===== src/rtl/sync_fifo_param.sv =====
// Single-clock FIFO with arbitrary depth, occupancy count, almost-full/empty flags and a registered read port.
// Define SYNC_FIFO_ERR_FLAGS_EN to add sticky overflow/underflow flags with an err_clr input.
module sync_fifo_param #(
    parameter int DATA_WIDTH = 8,
    parameter int FIFO_DEPTH = 8,
    parameter int AF_THRESH  = FIFO_DEPTH - 1,
    parameter int AE_THRESH  = 1
) (
    input  logic                               clk,
    input  logic                               rst_n,
    input  logic                               winc,
    input  logic [DATA_WIDTH-1:0]              w_data,
    input  logic                               rinc,
    output logic [DATA_WIDTH-1:0]              r_data,
    output logic                               r_valid,
    output logic                               wfull,
    output logic                               rempty,
    output logic                               almost_full,
    output logic                               almost_empty,
    output logic [$clog2(FIFO_DEPTH+1)-1:0]    fill_level
`ifdef SYNC_FIFO_ERR_FLAGS_EN
    ,
    input  logic                               err_clr,
    output logic                               overflow,
    output logic                               underflow
`endif
);

    localparam int PW = $clog2(FIFO_DEPTH);
    localparam int CW = $clog2(FIFO_DEPTH + 1);

    localparam logic [PW-1:0] PTR_LAST = PW'(FIFO_DEPTH - 1);
    localparam logic [CW-1:0] CNT_FULL = CW'(FIFO_DEPTH);
    localparam logic [CW-1:0] CNT_AF   = CW'(AF_THRESH);
    localparam logic [CW-1:0] CNT_AE   = CW'(AE_THRESH);

    logic [DATA_WIDTH-1:0] r_mem [FIFO_DEPTH];
    logic [PW-1:0]         r_wptr;
    logic [PW-1:0]         r_rptr;
    logic [CW-1:0]         r_count;
    logic                  w_wr_ok;
    logic                  w_rd_ok;

`ifndef SYNTHESIS
    initial begin
        if (FIFO_DEPTH < 2)
            $error("sync_fifo_param: FIFO_DEPTH=%0d must be >= 2", FIFO_DEPTH);
        if (AF_THRESH < 1 || AF_THRESH > FIFO_DEPTH)
            $error("sync_fifo_param: AF_THRESH=%0d outside 1..%0d", AF_THRESH, FIFO_DEPTH);
        if (AE_THRESH < 0 || AE_THRESH > FIFO_DEPTH - 1)
            $error("sync_fifo_param: AE_THRESH=%0d outside 0..%0d", AE_THRESH, FIFO_DEPTH - 1);
    end
`endif

    // Flags decode from the count register only, so they never see winc/rinc combinationally.
    always_comb begin
        wfull        = (r_count == CNT_FULL);
        rempty       = (r_count == '0);
        almost_full  = (r_count >= CNT_AF);
        almost_empty = (r_count <= CNT_AE);
        fill_level   = r_count;
        w_wr_ok      = winc && !wfull;
        w_rd_ok      = rinc && !rempty;
    end

    always_ff @(posedge clk) begin
        if (w_wr_ok) r_mem[r_wptr] <= w_data;
    end

    always_ff @(posedge clk or negedge rst_n) begin
        if (!rst_n) begin
            r_wptr  <= '0;
            r_rptr  <= '0;
            r_count <= '0;
            r_data  <= '0;
            r_valid <= 1'b0;
        end else begin
            r_valid <= w_rd_ok;
            if (w_wr_ok)
                r_wptr <= (r_wptr == PTR_LAST) ? '0 : r_wptr + PW'(1);
            if (w_rd_ok) begin
                r_data <= r_mem[r_rptr];
                r_rptr <= (r_rptr == PTR_LAST) ? '0 : r_rptr + PW'(1);
            end
            case ({w_wr_ok, w_rd_ok})
                2'b10:   r_count <= r_count + CW'(1);
                2'b01:   r_count <= r_count - CW'(1);
                default: r_count <= r_count;
            endcase
        end
    end

`ifdef SYNC_FIFO_ERR_FLAGS_EN
    // err_clr wins over a set event in the same cycle.
    always_ff @(posedge clk or negedge rst_n) begin
        if (!rst_n) begin
            overflow  <= 1'b0;
            underflow <= 1'b0;
        end else if (err_clr) begin
            overflow  <= 1'b0;
            underflow <= 1'b0;
        end else begin
            if (winc && wfull)  overflow  <= 1'b1;
            if (rinc && rempty) underflow <= 1'b1;
        end
    end
`endif

endmodule


===== config.mk =====
export PLATFORM = sky130hd
export DESIGN_NAME = sync_fifo_param
export DESIGN_NICKNAME = d
export VERILOG_FILES = /design/src/rtl/sync_fifo_param.sv
export SDC_FILE = /design/constraint.sdc
export NUM_CORES = 1
export LEC_CHECK = 0
export BUFFER_PORTS_ARGS = -buffer_cell sky130_fd_sc_hd__buf_4
export CAP_MARGIN = 0
export CORE_ASPECT_RATIO = 1.75
export CORE_MARGIN = 5
export CORE_UTILIZATION = 59
export DETAILED_ROUTE_END_ITERATION = 8
export PLACE_DENSITY = 0.82
export SYNTH_ARGS = -nofsm -noshare
export SYNTH_HDL_FRONTEND = slang
export SYNTH_SLANG_ARGS = --single-unit

===== constraint.sdc =====
create_clock -name clk -period 3 [get_ports clk]
set_input_delay 0.3 -clock clk [delete_from_list [all_inputs] [get_ports clk]]
set_output_delay 0.3 -clock clk [all_outputs]
set_load 0.03 [all_outputs]

==> impl_results.md, run 1 <==
* # diodes at 0
* Seq/Total Area, Yosys at 70.1%
* Yosys cell types at 30
* Synth Register Bits at 83
* Vias in the first global route at 1987
* Commonest non-fill, non-tap cell in the layout: edfxtp_1
* Largest net degree at the start of global routing at 36
* Period Utilization, post-route at 81.8%
* RSZ-0062 raised after global routing: no
* Finished Core Util at 70.7%
* Clk_skew at 0.00896 ns
* MaxCap Viol Count at 0
* Footprint of the multi-input gates at 952 um2
* Routed Antenna Nets at 0
* Commonest cells after routing, fill and taps aside: 64 x edfxtp_1, 39 x buf_4, 21 x mux2_2
* Mapped Nets at 233
* Starting DRT DRC Count at 145
* Max stage delay on crit path at 0.47 ns
* Crit Path Category: flop to flop
* Sequential Area at 2400 um2
* Leak at 1.52 nW
* GRT Total Usage at 19.2%
* CTS Buf Count at 9
* Flop-to-flop setup slack at 0.55 ns
* Cell area after layout at 3950 um2
* # rows at 36
* Root buffer cell: clkbuf_8
* Synth Warn # at 0
* Status: completed
* Peak Freq at 408 MHz
* PostCTS Resize Cnt at 0
* Top Ports at 29
* Deepest clock path buffer count at 2
* Final hold violation count at 0
* Nets at 276
* Total number of vias at 1944
* Area delta synth->final at 15.5%
* # H-tree levels at 3
* Die Wd at 67.5 um
* Final Critical Period at 2.45 ns
* Worst-Margin Slew at 0.760 ns
* Final Slew Violations at 0
* Critical-path top delay cell: dfrtp_1
* Post-synthesis cell area at 3420 um2
* Power density over the cells at 981 nW/um2
* Clock-pin slew on the worst setup and hold paths at 0.07 ns
* Peak VDD IR at 628 uV
* Post-DP Area at 3760 um2
* HPWL Detailed at 4320 um
* Worst setup SP type: flop
* Fill count at 396
* CORE AREA at 5590 um2
* Max_slew headroom at 49.2%
* Sum of negative setup slack at 0 ns
* Worst EP arrival at 2.72 ns
* Worst EP required at 3.27 ns
* Latest clock arrival within the worst-skew pair at 0.35 ns
* Worst min path class: input pin to flop
* I/O Buffers at 28
* CTS tree: yes
* DRC viols at 0
* Inst Count DP at 320
* Worst-path cell chain: inv_1 > ha_1 > nor3b_1 > buf_4 > nand2b_1 > inv_1 > ha_1 > or4b_1 > a21oi_2 > xor2_1
* Total die area at 7480 um2
* DRT Wirelength at 6390 um
* Share of cells above drive strength 1 at 28.7%
* Final setup vio count at 0
* Wire per inst at 19.0 um
* Routability cong. at 0.749
* Drt pass-1 iters at 4
* Avg Inst Size Synth at 16.0 um2
* First-pass GRT wire length at 10000 um
* Initial antenna violation count at 0
* CP Max Fanout at 11
* Initial core utilization at 61.2%
* Gr ovfl total at 0
* Post-Layout Cell Count at 337
* Sink Count at 83
* CP Capture Type: flop
* Hold_buf cts at 1
* Cell count after synthesis at 213
* Vias per cell at 5.77
* Die Height at 111 um
* Post-CTS setup buffer count at 0
[power breakdown]
part           switching (W)  internal (W)
registers           0.000168       0.00151
logic               0.000845      0.000640
clock network       0.000347      0.000366
[worst paths after layout]
| kind | startpoint | end | cells after the start |
|---|---|---|---|
| worst max-delay path | fill_level[0] | fill_level[3] | 10 |
| worst min-delay path | w_data[4] | r_mem[5][4] | 1 |
| worst max register to register | fill_level[0] | fill_level[3] | 10 |
| worst min register to register | r_data[7] | r_data[7] | 2 |
| max in group asynchronous | rst_n | r_wptr[2] | 2 |
| min in group asynchronous | rst_n | r_data[7] | 2 |
[critical path: cells and delay by family, from the launching register on]
family | cells | cell delay, ns
xor gates and xnor gates | 1 | 0.15
adders and majority gates | 2 | 0.48
and+or+nand+nor | 3 | 0.79
AOI/OAI and AO/OA | 1 | 0.16
DFF | 1 | 0.47
buffers and inverters | 3 | 0.34
[through the flow]
stage	setup slack (ns)	hold slack (ns)	power (W)
finish	0.546	0.181	0.00387
global placement	0.670	0.198	0.00316
detailed placement	0.585	0.202	0.00320
floorplan	0.510	0.00441	0.00273
global route	0.366	0.166	0.00411
CTS	0.542	0.168	0.00390
[cells in the mapped netlist (all sizes together)]
cell     n  area, um2
a21o     1       7.51
a21oi    1       8.76
a22o     8       70.1
buf      6       42.5
clkbuf   2       7.51
dfrtp   19        475
edfxtp  64       1920
ha       8        100
inv      5       18.8
mux2    21        236
mux2i   17        170
nand2    4       15.0
nand2b   5       31.3
nand3    1       5.00
nand3b   1       7.51
nand4b   1       8.76
nor2     8       30.0
nor2b    2       12.5
nor3     5       25.0
nor3b    1       7.51
nor4     1       6.26
o21ai   11       55.1
o22ai    8       50.1
o31ai    8       60.1
or4b     1       10.0
xnor2    2       17.5
xor2     2       17.5
[cell families (layout without fill, tap and decap cells)]
kind of cell | after synthesis | after routing | share of synthesized area [%]
flip-flops | 83 | 83 | 70.1
multiplexers | 38 | 38 | 11.9
AO/OA/AOI/OAI | 37 | 37 | 7.36
AND/OR/NAND/NOR | 30 | 30 | 4.65
buffers and inverters | 13 | 61 | 2.01
adder cells (fa/ha/maj) | 8 | 8 | 2.93
XOR/XNOR | 4 | 4 | 1.03
[metal layers]
metal	track usage (%)	share of wire, %
met5	0	0
met4	9.76	2.2
met3	4.77	6.5
met2	31.7	54
met1	22.4	37
[cell type report]
class | instances | area share (%)
clock buffers | 14 | 4.37
clock inverters | 2 | 0.253
inverters | 5 | 0.475
multi-input cells | 117 | 24.1
flip-flops and latches | 83 | 60.7
well taps | 76 | 2.41
repair buffers | 40 | 7.67
[state kept, by name, indices dropped and copies added, names as in the netlist]
register,count
fill_level,4
r_wptr,3
r_rptr,3
r_data,8
r_valid,1
r_mem,64
No activity file was read; power rests on OpenSTA's default activity.
==> inputs of run 2 (changes only) <==
==> constraint.sdc (replaced) <==
create_clock -name clk -period 2.5 [get_ports clk]
set_input_delay 0.25 -clock clk [delete_from_list [all_inputs] [get_ports clk]]
set_output_delay 0.25 -clock clk [all_outputs]
set_load 0.03 [all_outputs]
==> impl_results.md, run 2 (synthesis results as in run 1) <==
* # rows at 36 (unchanged)
* Sink Count at 83 (unchanged)
* Share of cells above drive strength 1 at 30.2% (+1.4 points)
* First-pass GRT wire length at 10000 um (unchanged)
* Post-CTS setup buffer count at 0 (unchanged)
* I/O Buffers at 28 (unchanged)
* CTS tree: yes
* Sum of negative setup slack at 0 ns (unchanged)
* Area delta synth->final at 17.6%
* Largest register FFs at 64 (unchanged)
* Routability cong. at 0.741 (-1.0%)
* Latest clock arrival within the worst-skew pair at 0.35 ns (about the same)
* Peak VDD IR at 746 uV (+19%)
* Sw Ratio at 33.7% (-1.4 points)
* Internal power at 0.00325 W (+29%)
* Gr busiest metal: met2
* Flop-to-flop setup slack at 0.22 ns (-0.32 ns)
* Largest net degree at the start of global routing at 36 (unchanged)
* HPWL Detailed at 4290 um (-0.62%)
* CORE AREA at 5590 um2 (unchanged)
* Final setup vio count at 0 (unchanged)
* Critical-path top delay cell: or4b_1
* # diodes at 0 (unchanged)
* Worst min path class: input pin to flop
* Deepest clock path buffer count at 2 (unchanged)
* Nets at 277 (+0.36%)
* Period Utilization, post-route at 91.0% (+9.3 points)
* RSZ-0062 raised after global routing: no
* Max_slew headroom at 53.6% (+4.3 points)
* Commonest non-fill, non-tap cell in the layout: edfxtp_1
* CP Max Fanout at 6 (-5)
* Sequential Area at 2400 um2 (about the same)
* CP Capture Type: flop
* Met2 GRT Util at 31.2% (-0.52 points)
* Status: completed
* Vias in the first global route at 1961 (-1.3%)
* Footprint of the multi-input gates at 952 um2 (unchanged)
* DRT Wirelength at 6290 um (-1.7%)
* # H-tree levels at 3 (unchanged)
* Top reg by flops: r_mem
* Wire per inst at 18.6 um (-1.9%)
* Sequential share of power at 41.0% (-2.2 points)
* Fill count at 408 (+3.0%)
* Initial core utilization at 61.2% (unchanged)
* MaxCap Viol Count at 0 (unchanged)
* GR met1 Demand/Resource at 22.7% (+0.36 points)
* Worst setup SP type: flop
* Combinational share of power at 36.5% (-1.8 points)
* Root buffer cell: clkbuf_8
* Gr ovfl total at 0 (unchanged)
* Leak at 1.55 nW (+1.9%)
* Commonest cells after routing, fill and taps aside: 64 x edfxtp_1, 40 x buf_4, 21 x mux2_2
* Routed Antenna Nets at 0 (unchanged)
* Final Slew Violations at 0 (unchanged)
* CTS Buf Count at 9 (unchanged)
* Worst EP arrival at 2.53 ns (-0.19 ns)
* Worst-path cell chain: inv_1 > ha_1 > nor3b_1 > nand2b_1 > inv_1 > ha_1 > or4b_1 > a21oi_2 > xor2_1
* Vias per cell at 5.64 (-2.3%)
* GRT Total Usage at 18.9% (-0.29 points)
* M3 GR Usage at 5.38% (+0.61 points)
* Die Wd at 67.5 um (unchanged)
* Clk_skew at 0.0101 ns (+0.00110 ns)
* Total power at 0.00491 W (+27%)
* Final Critical Period at 2.28 ns (-0.178 ns)
* Sw power at 0.00165 W (+22%)
* Die Height at 111 um (unchanged)
* Total die area at 7480 um2 (unchanged)
* Total number of vias at 1905 (-2.0%)
* Power density over the cells at 1220 nW/um2 (+24%)
* Worst-Margin Slew at 0.695 ns (-0.0649 ns)
* Max stage delay on crit path at 0.48 ns (about the same)
* Clock-pin slew on the worst setup and hold paths at 0.08 ns (about the same)
* Initial antenna violation count at 0 (unchanged)
* DRC viols at 0 (unchanged)
* Worst EP required at 2.76 ns (-0.51 ns)
* Clock power share at 22.6% (+4.2 points)
* Drt pass-1 iters at 4 (unchanged)
* Top Ports at 29 (unchanged)
* Final Hold Slack at 0.129 ns (-0.0514 ns)
* Crit Path Category: flop to flop
* Starting DRT DRC Count at 157 (+8.3%)
* Peak Freq at 439 MHz (+7.8%)
* Final hold violation count at 0 (unchanged)
[run 2: path summary, 6_finish.rpt]
| kind | depth (start not counted) | startpoint | to |
|---|---|---|---|
| worst max register to register | 9 | fill_level[1] | fill_level[3] |
| worst min register to register | 2 | r_data[7] | r_data[7] |
| worst min-delay path | 1 | w_data[6] | r_mem[6][6] |
| worst max-delay path | 9 | fill_level[1] | fill_level[3] |
| max in group asynchronous | 2 | rst_n | fill_level[0] |
| min in group asynchronous | 2 | rst_n | r_data[1] |
[run 2: metal layers]
layer  share of wire [%]  vias to the layer above
met1                  40                      924
met2                  52                       58
li1                    -                      910
met3                 5.8                       13
met5                   0                        -
met4                 2.0                        0
[run 2: cell type report]
type	count	share of cell area (%)
flip-flops and latches	83	59.6
repair buffers	41	7.72
multi-input cells	117	23.7
clock inverters	3	1.68
well taps	76	2.36
clock buffers	13	4.45
inverters	5	0.467
[run 2: worst max-delay path, delay by kind of cell (launching register included)]
kind / cells / cell delay (ns)
AOI/OAI and AO/OA: 1 / 0.16
DFF: 1 / 0.42
and+or+nand+nor: 3 / 0.80
adders and majority gates: 2 / 0.48
buffers and inverters: 2 / 0.17
xor gates and xnor gates: 1 / 0.17
[run 2: per-stage QoR]
stage	std cells	instance area [um2]	setup slack, ns	utilization, %
4_1_cts	338	4020	0.156	72.0
3_5_place_dp	321	3760	0.174	67.4
3_3_place_gp	321	3760	0.341	67.4
6_report	338	4020	0.224	72.0
5_1_grt	338	4020	0.0575	72.0
2_1_floorplan	213	3420	0.0100	-
[run 2: power groups by stage]
stage               combinational [W]  clock (W)  sequential (W)
floorplan                     0.00108          0         0.00220
global placement              0.00177          0         0.00202
detailed placement            0.00182          0         0.00203
CTS                           0.00182    0.00113         0.00201
global route                  0.00194    0.00118         0.00205
finish                        0.00179    0.00111         0.00201
[run 2: repair_timing]
action | CTS | global route
hold buffers | 1 | 0
hold endpoints to repair | 19 | 0
resized for setup | 0 | 1
setup endpoints to repair | 0 | 1
